<file path="src/rtl/dff_bank_rr_writer.sv">
// rtl/dff_bank_rr_writer.sv - round-robin arbiter and write sequencer for one shared register
//
// Grants one of NREQ requesters at a time, loads its data word into the shared
// WIDTH-bit register q and returns a one-cycle one-hot acknowledge.
//
// Ports:
//   clk      rising-edge clock
//   reset    synchronous, active-high reset
//   req      per-requester write request, held until the matching ack is sampled
//   wdata    requester i data word is wdata[i*WIDTH +: WIDTH]
//   ack      one-hot, one-cycle pulse once requester i's data is in q
//   gnt_id   index of the current/last granted requester
//   busy     high while a write is in flight (WRITE or DONE)
//   q        shared register contents
//   q_valid  high once any write has completed since reset

module dff_bank_rr_writer #(
    parameter int NREQ  = 4,
    parameter int WIDTH = 8,
    localparam int IDW  = (NREQ > 1) ? $clog2(NREQ) : 1
) (
    input  logic                  clk,
    input  logic                  reset,
    input  logic [NREQ-1:0]       req,
    input  logic [NREQ*WIDTH-1:0] wdata,
    output logic [NREQ-1:0]       ack,
    output logic [IDW-1:0]        gnt_id,
    output logic                  busy,
    output logic [WIDTH-1:0]      q,
    output logic                  q_valid
);

    typedef enum logic [1:0] {
        IDLE  = 2'd0,
        WRITE = 2'd1,
        DONE  = 2'd2
    } state_t;

    state_t         state;
    state_t         state_next;
    logic [IDW-1:0] ptr;
    logic [IDW-1:0] winner;
    int             idx;

    // Rotating priority search starting at ptr. The loop runs from the farthest
    // offset down to offset 0 so the nearest requesting index is assigned last.
    always_comb begin
        winner = ptr;
        idx    = 0;
        for (int k = NREQ - 1; k >= 0; k--) begin
            idx = int'(ptr) + k;
            if (idx >= NREQ) begin
                idx = idx - NREQ;
            end
            if (req[idx]) begin
                winner = IDW'(idx);
            end
        end
    end

    always_ff @(posedge clk) begin
        if (reset) begin
            state <= IDLE;
        end else begin
            state <= state_next;
        end
    end

    // DONE is a mandatory gap so a requester that drops req on seeing ack is
    // not re-arbitrated on stale req.
    always_comb begin
        state_next = state;
        case (state)
            IDLE:    if (|req) state_next = WRITE;
            WRITE:   state_next = DONE;
            DONE:    state_next = IDLE;
            default: state_next = IDLE;
        endcase
    end

    always_ff @(posedge clk) begin
        if (reset) begin
            q       <= '0;
            q_valid <= 1'b0;
            ack     <= '0;
            gnt_id  <= '0;
            ptr     <= '0;
        end else begin
            case (state)
                IDLE: begin
                    if (|req) begin
                        gnt_id <= winner;
                    end
                end
                WRITE: begin
                    // Committed write: req[gnt_id] is not re-checked here.
                    q       <= wdata[int'(gnt_id) * WIDTH +: WIDTH];
                    q_valid <= 1'b1;
                    ack     <= NREQ'(1) << gnt_id;
                    ptr     <= (gnt_id == IDW'(NREQ - 1)) ? '0 : gnt_id + IDW'(1);
                end
                DONE: begin
                    ack <= '0;
                end
                default: begin
                    ack <= '0;
                end
            endcase
        end
    end

    assign busy = (state != IDLE);

endmodule

</file>
<file path="config.mk">
export PLATFORM = sky130hd
export DESIGN_NAME = dff_bank_rr_writer
export DESIGN_NICKNAME = d
export VERILOG_FILES = /design/src/rtl/dff_bank_rr_writer.sv
export SDC_FILE = /design/constraint.sdc
export NUM_CORES = 1
export LEC_CHECK = 0
export CELL_PAD_IN_SITES_DETAIL_PLACEMENT = 0
export CELL_PAD_IN_SITES_GLOBAL_PLACEMENT = 1
export CORE_UTILIZATION = 28
export DETAILED_ROUTE_END_ITERATION = 16
export PLACE_DENSITY = 0.85
export SKIP_LAST_GASP = 1
export SLEW_MARGIN = 25
export SYNTH_ARGS = -nofsm -noshare
export SYNTH_HDL_FRONTEND = slang
export SYNTH_SLANG_ARGS = --single-unit
</file>
<file path="constraint.sdc">
create_clock -name clk -period 1.8 [get_ports clk]
set_input_delay 0.36 -clock clk [delete_from_list [all_inputs] [get_ports clk]]
set_output_delay 0.36 -clock clk [all_outputs]
set_load 0.02 [all_outputs]
</file>
# Word level (Yosys, flattened, before mapping)
# Cells that the tools add are included.
# word_totals
register_bits	19
input_bits	38
elab_cells	55
output_inout_bits	16
# classes
shifts	2
eq_ne	3
n_reduce_logical	4
magnitude_cmp	8
mux	24
addsub	8
# op_table
cell	n
< comparator 32 x 4 -> 1 bit (second input constant)	4
two-way mux 32 bit	4
indexed part select 32 x 6 -> 8 bit	1
two-way mux 2 bit	6
subtractor 3 x 3 -> 4 bit (second input constant)	3
>= comparator 3 bit (second input constant)	3
binary-select mux 1 bit (select 2 bit)	4
two-way mux 1 bit	8
case mux 4 bit (2 select lines)	1
adder 2 x 2 -> 3 bit (second input constant)	2
case mux 2 bit (2 select lines)	1
OR reduction 4 bit	1
<< shifter 1 x 2 -> 4 bit (first input constant)	1
subtractor 2 x 3 -> 4 bit (second input constant)	1
adder 2 x 1 -> 3 bit (second input constant)	1
>= comparator 2 x 3 -> 1 bit (second input constant)	1
adder 2 x 1 -> 2 bit (second input constant)	1
== test 2 x 1 -> 1 bit (second input constant)	1
== test 2 bit (second input constant)	1
logical NOT 2 bit	1
!= test 2 bit (second input constant)	1
AND reduction 2 bit	1
nonzero test 2 bit	1

# Logic depth before layout (Yosys ltp)
# Gate-level depths: netlist of the first run.
# depth
ltp_word	10
ltp_mapped	6
depth_no_buf	5

# Least setup slack after synthesis of the first run
# OpenSTA, ideal clock, no wires.
# synth_timing
kind	reg-to-reg
start	register gnt_id[0]
end	register q[0]
n_path_buf	1
period_less_slack_ns	1.445
path_stages_with_launch	5
arrival_time_ns	1.315
slack_ns	0.355
path_cell_list	dfxtp_1 buf_6 mux4_2 nand2_1 a21oi_1
# synth_via
elab_chain_len	1
# synth_lines
item	line	text
from (decl)	27	output logic [IDW-1:0] gnt_id,
from (signal assigned)	92	gnt_id <= winner;
indexed part select 32 x 6 -> 8 bit	97	q <= wdata[int'(gnt_id) * WIDTH +: WIDTH];
to (signal assigned)	97	
to (decl)	29	output logic [WIDTH-1:0] q,
# No other way between the ends.
# A chain may end at the register's enable or synchronous reset.

# Final worst setup path of the first run
# layout_timing
start	register gnt_id[0]
end	output port gnt_id[0]
# No word-level cell between the ends.

==> impl_metrics.yaml, run 1 <==
outcome:
  outcome: "finished, final reports clean"
floorplanning:
  die_area_um2: 3870
  ios: 54
  die_y_um: 62.2
  start_util_pct: 29.7
  die-width_um: 62.2
  fp.coreArea_um2: 3420
  core.rowCount: 21
global_route:
  grt_pass1_vias: 915
  grt_pass1_wl_mm: 4.33
  grt_max_degree: 15
  overflow: 0
  grt_usage_pct: 14.1
  antenna_found_initial: 0
critical_path:
  r2r-end: "q[5]"
  critPathArrivalTime_ns: 1.31
  path_max_fanout: 3
  critPathCaptureType: "output pin"
  slowest_delay_ns: 0.62
  reg2reg_slack_ns: 0.42
  crit_chain: "clkdlybuf4s50_1"
  critPathSlowestCell: "clkdlybuf4s50_1"
  reg2reg_depth: 4
  critPathBufInv: 1
  crit_required_ns: 1.44
  crit_family: "buffers and inverters"
  cp-start-kind: "flop"
  r2r-start: "gnt_id[0]"
  worst-setup-path-type: "flop to output pin"
placed_design:
  gp_congestion: 0.717
  place_inst: 203
  place_ws_ns: 0.0701
  hpwl_mm: 2.19
  place.port_buffers: 53
routing:
  wire_per_inst_um: 13.1
  dr.pass1.iters: 4
  final_antenna_net_count: 0
  wirelength_mm: 2.70
  vias: 954
  vias_per_cell: 4.61
  drcViolationCount: 0
  drt-initial-drc-count: 35
min_path:
  min_path_type: "flop to flop"
  min_path_cells: 2
  whs_endpoint: "q[5]"
  hp-start: "q[5]"
final_layout:
  drive_gt1_share_pct: 13.0
  insertedDiodeCount: 0
  syn_to_final_growth_pct: 61.8
  final_util_pct: 48.1
  final_cell_count_no_fill: 207
  nNetsFinal: 204
cts:
  cts_buffer_depth: 2
  cts.sinks: 19
  h-tree-depth: 1
  cts_resized: 0
  insertion_delay_ns: 0.29
  cts_setup_buffers: 0
  root_buffer: "clkbuf_4"
  holdBufCountCts: 0
  path_clk_slew_ns: 0.11
  tritoncts: "built"
  cts_buffers: 3
logic_synthesis:
  synth_seq_cells: 19
  synth_warnings: 0
  syn_area_um2: 1020
  yosysSeqAreaShare_pct: 37.4
  avgSynthCellArea_um2: 9.77
  synth.distinct_cells: 23
  synthCells: 104
  synth_nets: 146
sta:
  hold_viol: 0
  tns_ns: 0
  setup_slack_ns: 0.126
  slew-limit-headroom_pct: 67.5
  clock_skew_ns: 0.00220
  finalCriticalPeriod_ns: 1.67
  min_period_over_period_pct: 93.0
  clock.fmax_mhz: 597
  worst-slew-pin-transition_ns: 0.482
  report.final.setup_viol: 0
  rsz0062_at_grt: "no"
  drv_slew: 0
pwr:
  ir_drop_mv: 0.323
  p_leak_nw: 0.617
  p_per_area_nw_per_um2: 642
job:
  cap_violations: 0
==> final cells by class <==
type | count | area, um^2
Clock inverter | 1 | 5.00
Clock buffer | 3 | 22.5
Timing Repair Buffer | 60 | 586
Multi-Input combinational cell | 74 | 578
Tap cell | 46 | 57.6
Inverter | 4 | 15.0
Fill cell | 333 | 1770
Sequential cell | 19 | 380
==> synth_stat cells <==
cell type	number	area (um^2)
mux2i_1	5	50.1
dfxtp_1	19	380
nand3b_1	2	15.0
ha_1	4	50.1
o41ai_2	2	32.5
o21ai_0	1	5.00
clkbuf_1	1	3.75
a21oi_1	12	60.1
a21boi_0	1	7.51
a211oi_1	2	15.0
mux4_2	7	158
nand2b_1	3	18.8
buf_2	4	20.0
buf_6	1	11.3
nor2_1	8	30.0
mux4_1	1	26.3
nand2_1	18	67.6
nor3_1	5	25.0
inv_1	4	15.0
nor2b_1	1	6.26
nor2_2	1	6.26
buf_4	1	7.51
o21ai_1	1	5.00
==> where the power goes <==
part / total [mW] / internal [mW] / switching [mW]
clock network: 0.213 / 0.0827 / 0.130
logic: 0.368 / 0.209 / 0.159
registers: 0.474 / 0.453 / 0.0212
total: 1.06 / 0.745 / 0.311
==> per-stage QoR <==
step	cell area [um^2]	power (mW)	hold WS, ns
after global placement	1610	0.846	0.441
after floorplan	1020	0.674	0.461
after CTS	1640	1.07	0.462
after detailed placement	1610	0.856	0.446
final	1640	1.06	0.460
after global routing	1640	1.12	0.484
==> routing by layer <==
layer / vias up / routed length, um / track usage, %
met5: - / 0 / 0
met4: 0 / 25 / 3.49
met3: 2 / 78 / 2.94
met2: 21 / 1410 / 24.6
met1: 452 / 1190 / 17.6
li1: 479 / - / -
==> cells by family after synthesis <==
| kind of cell | Yosys count | synth area share [%] |
|---|---|---|
| compound gates | 19 | 12.3 |
| mux | 13 | 23.0 |
| simple gates | 38 | 16.6 |
| flops | 19 | 37.4 |
| fa+ha+maj | 4 | 4.93 |
| buf+inv | 11 | 5.66 |
==> worst max-delay path by stage <==
stage,start,to,slack (ns),depth (start not counted)
5_1_grt,gnt_id[0],gnt_id[0],0.07,1
2_1_floorplan,gnt_id[0],q[0],0.36,4
6_report,gnt_id[0],gnt_id[0],0.13,1
3_3_place_gp,req[1],gnt_id[1],0.12,4
4_1_cts,state[1],busy,0.01,3
3_5_place_dp,req[1],gnt_id[1],0.07,4
==> registers in the layout (all words and copies together), names as in the netlist <==
name / count
ack: 4
q: 8
gnt_id: 2
state: 2
q_valid: 1
ptr: 2
==> placed cells by master, fill, tap and decap left out, types with 2 or more instances in the layout <==
master and n:
a211oi_1 2, a21oi_1 12, buf_4 7, clkbuf_4 3
clkdlybuf4s50_1 52, dfxtp_1 19, ha_1 4, inv_1 4
mux2i_1 5, mux4_2 7, nand2_1 18, nand2b_1 3
nand3b_1 2, nor2_1 8, nor3_1 5, o41ai_2 2
Note: power is estimated with default switching activity, not from simulation.
==> run 2, diff against run 1 <==
--- a/config.mk
+++ b/config.mk
@@ -10,6 +10,7 @@
 export CORE_UTILIZATION = 28
 export DETAILED_ROUTE_END_ITERATION = 16
 export PLACE_DENSITY = 0.85
+export RECOVER_POWER = 25
 export SKIP_LAST_GASP = 1
 export SLEW_MARGIN = 25
 export SYNTH_ARGS = -nofsm -noshare
==> constraint.sdc (replaced) <==
create_clock -name clk -period 1.8 [get_ports clk]
set_input_delay 0.18 -clock clk [delete_from_list [all_inputs] [get_ports clk]]
set_output_delay 0.18 -clock clk [all_outputs]
set_load 0.02 [all_outputs]
==> run 2 against run 1 <==
Net effect:
- fmax decreased by 1.5%
- flip-flop and latch count unchanged
- power decreased by 1.1%
- utilization decreased by 1.0 points
- worst hold slack got worse by 0.0017 ns
- sequential power increased by 1%
- design area decreased by 2.1%
- clock skew increased by 0.0046 ns
- wire length decreased by 1.9%
- clock-buffer cell count unchanged
- critical path depth unchanged
- first-iteration DRC count decreased by 49%
==> impl_metrics.yaml, run 2 (synthesis gave the netlist of run 1 again) <==
outcome:
  outcome: "finished, final reports clean"
critical_path:
  r2r-start: "state[0]"
  critPathCaptureType: "output pin"
  reg2reg_slack_ns: 0.24
  r2r-end: "q[2]"
  crit_required_ns: 1.62
  crit_family: "buffers and inverters"
  worst-setup-path-type: "flop to output pin"
  crit_chain: "clkdlybuf4s50_1"
  critPathBufInv: 1
  critPathSlowestCell: "clkdlybuf4s50_1"
  cp-start-kind: "flop"
  reg2reg_depth: 5
  slowest_delay_ns: 0.68
  path_max_fanout: 7
  critPathArrivalTime_ns: 1.52
floorplanning:
  fp.coreArea_um2: 3420
  die_y_um: 62.2
  ios: 54
  die_area_um2: 3870
  start_util_pct: 29.7
  core.rowCount: 21
  die-width_um: 62.2
sta:
  report.final.setup_viol: 0
  worst-slew-pin-transition_ns: 0.646
  clock.fmax_mhz: 589
  drv_slew: 0
  hold_viol: 0
  slew-limit-headroom_pct: 56.3
  rsz0062_at_grt: "no"
  finalCriticalPeriod_ns: 1.70
  min_period_over_period_pct: 94.4
  tns_ns: 0
  clock_skew_ns: 0.00682
global_route:
  grt_pass1_vias: 916
  overflow: 0
  grt_usage_pct: 14.1
  grt_max_degree: 17
  antenna_found_initial: 0
  grt_pass1_wl_mm: 4.25
routing:
  drt-initial-drc-count: 18
  final_antenna_net_count: 0
  wirelength_mm: 2.65
  dr.pass1.iters: 4
  vias: 950
  vias_per_cell: 4.61
  wire_per_inst_um: 12.9
  drcViolationCount: 0
pwr:
  comb_power_share_pct: 33.6
  sw_frac_of_total_pct: 29.4
  ir_drop_mv: 0.422
  internal-power_uw: 737
  p_total_mw: 1.04
  power.share.clock_pct: 20.5
  power_switching_uw: 307
  p_leak_nw: 0.579
  p_per_area_nw_per_um2: 649
  seqPwrFrac_pct: 45.9
placed_design:
  hpwl_mm: 2.11
  place.port_buffers: 53
  place_inst: 202
  gp_congestion: 0.709
min_path:
  min_path_type: "flop to flop"
  min_path_cells: 2
  hp-start: "q[5]"
  whs_endpoint: "q[5]"
cts:
  cts_buffer_depth: 2
  h-tree-depth: 1
  cts_buffers: 3
  cts.sinks: 19
  cts_resized: 0
  tritoncts: "built"
  path_clk_slew_ns: 0.11
  insertion_delay_ns: 0.30
  holdBufCountCts: 0
  root_buffer: "clkbuf_4"
  cts_setup_buffers: 0
final_layout:
  mostFrequentLayoutCells: "52 x clkdlybuf4s50_1, 18 x nand2_1, 18 x dfxtp_1"
  fillers: 354
  insertedDiodeCount: 0
  final_cell_count_no_fill: 206
  nNetsFinal: 203
  regMostFlops: "q"
  largest_reg_flops: 8
  drive_gt1_share_pct: 10.0
  mostFrequentLayoutCell: "clkdlybuf4s50_1"
  largestRegisters: "q x8, ack x4"
  syn_to_final_growth_pct: 58.4
job:
  cap_violations: 0
==> run 2: worst max-delay path by stage <==
stage	start	endpoint	slack [ns]	cells past startpoint
2_1_floorplan	gnt_id[0]	q[0]	0.36	4
3_3_place_gp	req[1]	gnt_id[1]	0.31	4
3_5_place_dp	req[1]	gnt_id[1]	0.26	4
4_1_cts	state[1]	busy	0.04	3
5_1_grt	gnt_id[1]	gnt_id[1]	0.03	1
6_report	gnt_id[1]	gnt_id[1]	0.10	1
==> run 2: final cells by class <==
type                            instances  area [um^2]  area share [%]
Inverter                                4         15.0           0.933
Sequential cell                        19          382            23.7
Multi-Input combinational cell         74          563            35.0
Tap cell                               46         57.6            3.58
Clock inverter                          1         5.00           0.311
Clock buffer                            3         22.5            1.40
Timing Repair Buffer                   59          564            35.1
==> run 2: power groups by stage <==
stage	Clock [mW]	Sequential (mW)	Combinational, mW
after floorplan	0	0.514	0.160
after global placement	0	0.487	0.357
after detailed placement	0	0.489	0.363
after CTS	0.225	0.479	0.365
after global routing	0.239	0.484	0.376
final	0.214	0.479	0.351
==> run 2: worst min-delay path, delay by kind of cell (launching register included) <==
family,cells,cell delay (ns)
simple gates,1,0.05
flops,1,0.32
compound gates,1,0.05
==> run 2: metal layers <==
| layer | share of wire, % | routed length (um) | track usage (%) | vias to the layer above |
|---|---|---|---|---|
| met5 | 0 | 0 | 0 | - |
| li1 | - | - | - | 478 |
| met3 | 2.5 | 67 | 2.76 | 2 |
| met4 | 1.0 | 27 | 5.23 | 0 |
| met2 | 52 | 1370 | 24.7 | 21 |
| met1 | 45 | 1190 | 16.9 | 449 |
==> run 2: per-stage QoR <==
stage | util, % | area [um^2] | hold WS [ns] | setup slack, ns
6_report | 47.1 | 1610 | 0.459 | 0.101
5_1_grt | 47.1 | 1610 | 0.485 | 0.0340
4_1_cts | 47.8 | 1630 | 0.462 | 0.0352
3_5_place_dp | 47.0 | 1610 | 0.446 | 0.256
3_3_place_gp | 47.0 | 1610 | 0.440 | 0.306
2_1_floorplan | - | 1020 | 0.281 | 0.355
==> edit 1: new RTL, settings of run 1 <==
Set the parameter `WIDTH` to 10 (it was 8).
--- a/src/rtl/dff_bank_rr_writer.sv
+++ b/src/rtl/dff_bank_rr_writer.sv
@@ -18,3 +18,3 @@
     parameter int NREQ  = 4,
-    parameter int WIDTH = 8,
+    parameter int WIDTH = 10,
     localparam int IDW  = (NREQ > 1) ? $clog2(NREQ) : 1
Interface: changed (resized q and wdata); port bits go from 54 to 64. The function was not compared with the original's and may differ.
==> edit 1 against run 1 <==
  * Setup slack got worse by 0.023 ns
  * Sequential share of layout area fell by 1.2 points
  * Final cell count rose by 13%
  * Via count grew 17%
  * Critical path depth rose by 2
  * Clock skew rose by 0.0037 ns
  * Synthesized area increased by 14%
  * Routed wire length up 11%
  * Total power rose by 19%
  * Design area grew 17%
  * Sequential cell count rose by 2
  * Highest routed layer unchanged
==> edit 1: results (changes against run 1) <==
| Metric | Value |
|---|---|
| Non-clk bufs | 72 (was 60) |
| Synth cell count leaders | nand2_1 (22), dfxtp_1 (21), nor2_1 (8) (was dfxtp_1 (19), nand2_1 (18), a21oi_1 (12)) |
| Detailed-route wire length per cell | 12.84 um (was 13.06 um) |
| LEAKAGE | 0.6962 nW (was 0.6174 nW) |
| Regs by FF count | q x10, ack x4 (was q x8, ack x4) |
| Tot GR Track Use | 15.07% (was 14.10%) |
| Layout cells sized above 1 | 15.85% (was 13.04%) |
| Sw Ratio | 28.10% (was 29.42%) |
| R2R cell count | 4 (unchanged) |
| Global-route wire length before repair | 4926 um (was 4333 um) |
| Seq pwr share | 41.6% (was 44.9%) |
| CP peak stage delay | 0.60 ns (was 0.62 ns) |
| Worst min-delay path category | reg -> reg (unchanged) |
| Top cells by area, synth | dfxtp_1 (36%), mux4_2 (14%), nand2_1 (7.1%) (was dfxtp_1 (37%), mux4_2 (16%), nand2_1 (6.7%)) |
| Hold WS | 0.4646 ns (was 0.4605 ns) |
| Status | completed (unchanged) |
| Final setup skew | 0.005893 ns (was 0.002204 ns) |
| RePlAce Congestion | 0.7139 (was 0.7167) |
| HPWL after DPL | 2500 um (was 2186 um) |
| Maximum vdd drop | 0.2658 mV (was 0.3231 mV) |
| Final non-clock buffer share | 36.42% (was 35.62%) |
| CTS max path bufs | 2 (unchanged) |
| I/O Buffers | 63 (was 53) |
| Layout clock area frac | 2.415% (was 1.674%) |
| Multi-input gate count | 82 (was 74) |
| FF/Latch Area | 420.4 um2 (was 380.4 um2) |
| Area of the multi-input gates | 674.4 um2 (was 578.1 um2) |
| Fill cell count | 377 (was 333) |
| Syn Nets | 164 (was 146) |
| CP top delay family | buffers and inverters (unchanged) |
| Flops & latches, synth | 21 (was 19) |
| Nets | 234 (was 204) |
| Post-synthesis sequential area ratio | 36.21% (was 37.44%) |
| CTS Root Cell | clkbuf_8 (was clkbuf_4) |
| Iter 0 DRT Violations | 10 (was 35) |
| Vias in the first global route | 1156 (was 915) |
| Crit-path max FO | 2 (was 3) |
| CTS clk-pin slew, worst paths | 0.08 ns (was 0.11 ns) |
| Post-CTS Setup Bufs | 0 (unchanged) |
| Worst-margin pin slew | 0.4383 ns (was 0.4822 ns) |
| Synth cell types | 23 (unchanged) |
| Critical Path AT | 1.34 ns (was 1.31 ns) |
| Yosys warnings | 0 (unchanged) |
| Clk_lat worst skew | 0.26 ns (was 0.29 ns) |
| Vias per cell | 4.790 (was 4.609) |
-- edit 1: worst register-to-register path, stage by stage, from the launching register on --
cell	delay, ns
dfxtp_1	0.38
buf_4	0.19
mux4_1	0.56
nand2_1	0.08
a21oi_1	0.05
-- edit 1: cells by family (layout without fill, tap and decap cells) --
kind of cell	Yosys count	count (layout)	share of synthesized area [%]
AND/OR/NAND/NOR	42	42	15.84
AO/OA/AOI/OAI	21	21	13.25
buffers and inverters	11	80	5.711
flip-flops	21	21	36.21
adder cells (fa/ha/maj)	4	4	4.311
multiplexers	15	15	24.68
-- edit 1: stage by stage --
stage / instance area [um2] / power (W) / setup WS [ns] / util (%) / instances
after global routing: 1917 / 0.001331 / 0.05626 / 47.92 / 233
after global placement: 1871 / 0.0009595 / 0.2070 / 46.76 / 229
after CTS: 1917 / 0.001274 / 0.09072 / 47.92 / 233
final: 1917 / 0.001259 / 0.1029 / 47.92 / 233
after detailed placement: 1871 / 0.0009710 / 0.1067 / 46.76 / 229
after floorplan: 1161 / 0.0007597 / 0.2778 / - / 114
-- edit 1: worst paths after layout --
| kind | endpoint | start |
|---|---|---|
| worst max register to register | q[0] | gnt_id[0] |
| worst min-delay path | q[0] | q[0] |
| worst min register to register | q[0] | q[0] |
| worst max-delay path | busy | state[1] |
-- edit 1: routing by layer --
layer / part of all wire, % / global-route usage, % / vias to the layer above / wire [um]
li1: - / - / 544 / -
met1: 39 / 16.12 / 533 / 1154
met2: 54 / 27.81 / 35 / 1617
met3: 5.7 / 3.621 / 4 / 171
met4: 1.6 / 6.383 / 0 / 47
met5: 0 / 0 / - / 0
==> edit 2: new RTL, config.mk and constraints of run 1 <==
Made on the original files. Make the reset (`reset`) asynchronous in 2 clocked blocks. Comments in the files are not updated.
--- a/src/rtl/dff_bank_rr_writer.sv
+++ b/src/rtl/dff_bank_rr_writer.sv
@@ -60,3 +60,3 @@
 
-    always_ff @(posedge clk) begin
+    always_ff @(posedge clk or posedge reset) begin
         if (reset) begin
@@ -80,3 +80,3 @@
 
-    always_ff @(posedge clk) begin
+    always_ff @(posedge clk or posedge reset) begin
         if (reset) begin
Formal check against the unedited RTL: differs if reset is asserted again (counterexample within 4 cycles, from zero or initial values and one cycle with reset high); with reset held inactive, the same outputs for 10 cycles.
==> edit 2 against run 1 <==
  * Routed wire length is 12% lower
  * Sequential cell count stayed put
  * Worst hold slack lost 0.033 ns
  * Synthesized area is 2.7% higher
  * Register-to-register slack got worse by 0.13 ns
  * Design area is 3.1% higher
  * Setup slack got worse by 0.037 ns
  * Via count is 9.3% lower
Power is not compared: it rests on default switching activity, and its combinational part moved more than twofold at a synthesized area within 25%.
==> edit 2: results (changes against run 1) <==
| Metric | Value |
|---|---|
| Top FF cell, synth | dfrtp_1 (was dfxtp_1) |
| Largest net degree at the start of global routing | 20 (was 15) |
| Critical Path AT | 1.35 ns (was 1.31 ns) |
| Async set-or-reset flop fraction in the synthesized netlist | 100.0% (was 0%) |
| CTS Root Cell | clkbuf_8 (was clkbuf_4) |
| Final setup skew | 0.002722 ns (was 0.002204 ns) |
| Pre-antenna DRT Iters | 3 (was 4) |
| Internal power | 0.001608 W |
| Clk network pwr share | 11.8% |
| Sw Ratio | 36.64% |
| CTS max path bufs | 2 (unchanged) |
| Vias post-DR | 865 (was 954) |
| HPWL after DPL | 1982 um (was 2186 um) |
| ANT cells | 0 (unchanged) |
| Synth cell types | 24 (was 23) |
| Regs by FF count | q x8, ack x4 (unchanged) |
| Num CTS Buffers | 3 (unchanged) |
| Vias in the first global route | 909 (was 915) |
| P_seq | 0.000749 W |
| Critical Path Start | state[1] (was gnt_id[0]) |
| Top cells by area, synth | dfrtp_1 (46%), mux4_2 (17%), mux2_2 (8.6%) (was dfxtp_1 (37%), mux4_2 (16%), nand2_1 (6.7%)) |
| Nets | 181 (was 204) |
| Status | completed (unchanged) |
| Global-route wire length before repair | 3912 um (was 4333 um) |
| Area after DPL | 1650 um2 (was 1614 um2) |
| Dpl ws | 0.1340 ns (was 0.07013 ns) |
| Iter 0 DRT Violations | 8 (was 35) |
| Layout cells sized above 1 | 21.74% (was 13.04%) |
| RR Startpoint | gnt_id[0] (unchanged) |
| Crit-path max FO | 6 (was 3) |
| LEAKAGE | 0.7094 nW |
| Detailed-route wire length per cell | 12.99 um (was 13.06 um) |
| Yosys warnings | 0 (unchanged) |
| CTS clk-pin slew, worst paths | 0.07 ns (was 0.11 ns) |
| RePlAce Congestion | 0.7493 (was 0.7167) |
| Synth cell count leaders | dfrtp_1 (19), mux2_2 (8), mux4_2 (8) (was dfxtp_1 (19), nand2_1 (18), a21oi_1 (12)) |
| I/O Buffers | 53 (unchanged) |
| Maximum vdd drop | 0.5288 mV |
| Post-synthesis sequential area ratio | 45.56% (was 37.44%) |
| Syn Nets | 121 (was 146) |
| PostCTS Resize Cnt | 1 (was 0) |
| Worst min-delay path category | in -> async (was reg -> reg) |
| Post-CTS Setup Bufs | 0 (unchanged) |
| Fill cell count | 322 (was 333) |
| Tot GR Track Use | 12.95% (was 14.10%) |
| Antenna violations before repair | 0 (unchanged) |
| Clk_lat worst skew | 0.25 ns (was 0.29 ns) |
| Relative slew slack | 67.14% (was 67.50%) |
| H-tree depth | 1 (unchanged) |
-- edit 2: through the flow --
| step | utilization (%) | cells |
|---|---|---|
| after global placement | 47.95 | 180 |
| after global routing | 49.25 | 184 |
| final | 49.25 | 184 |
| after detailed placement | 47.95 | 180 |
| after floorplan | - | 79 |
| after CTS | 49.25 | 184 |
-- edit 2: cell type report --
type	count	area, um2	share of cell area (%)
Inverter	6	22.52	1.328
Sequential cell	19	475.5	28.04
Timing Repair Buffer	59	574.3	33.87
Clock inverter	1	5.005	0.2952
Multi-Input combinational cell	50	519.2	30.63
Clock buffer	3	41.29	2.435
Tap cell	46	57.56	3.395
-- edit 2: path summary, 6_finish.rpt --
| kind | endpoint | slack, ns | cells past startpoint |
|---|---|---|---|
| min in group clk | q_valid | 0.48 | 1 |
| hold / removal | ack[3] | 0.43 | 3 |
| setup / recovery | busy | 0.09 | 2 |
| max in group asynchronous | q[2] | 1.17 | 3 |
| setup reg to reg | q[3] | 0.29 | 3 |
| hold reg to reg | q_valid | 0.48 | 1 |
-- edit 2: worst max-delay path, stage by stage (launching register included) --
cell and delay (ns):
dfrtp_1 0.43, or2_2 0.33, dlygate4sd2_1 0.33
-- edit 2: cells by family (layout without fill, tap and decap cells) --
kind of cell	Yosys count	in the layout	synth area share [%]
multiplexers	21	21	31.17
flip-flops	19	19	45.56
AND/OR/NAND/NOR	14	14	7.194
AO/OA/AOI/OAI	11	11	6.595
buffers and inverters	10	69	4.676
adder cells (fa/ha/maj)	4	4	4.796
-- edit 2: metal layers --
layer / global-route usage [%] / share of wire (%)
met1: 13.55 / 38
met2: 23.52 / 54
met3: 2.555 / 5.6
met4: 7.849 / 2.1
met5: 0 / 0
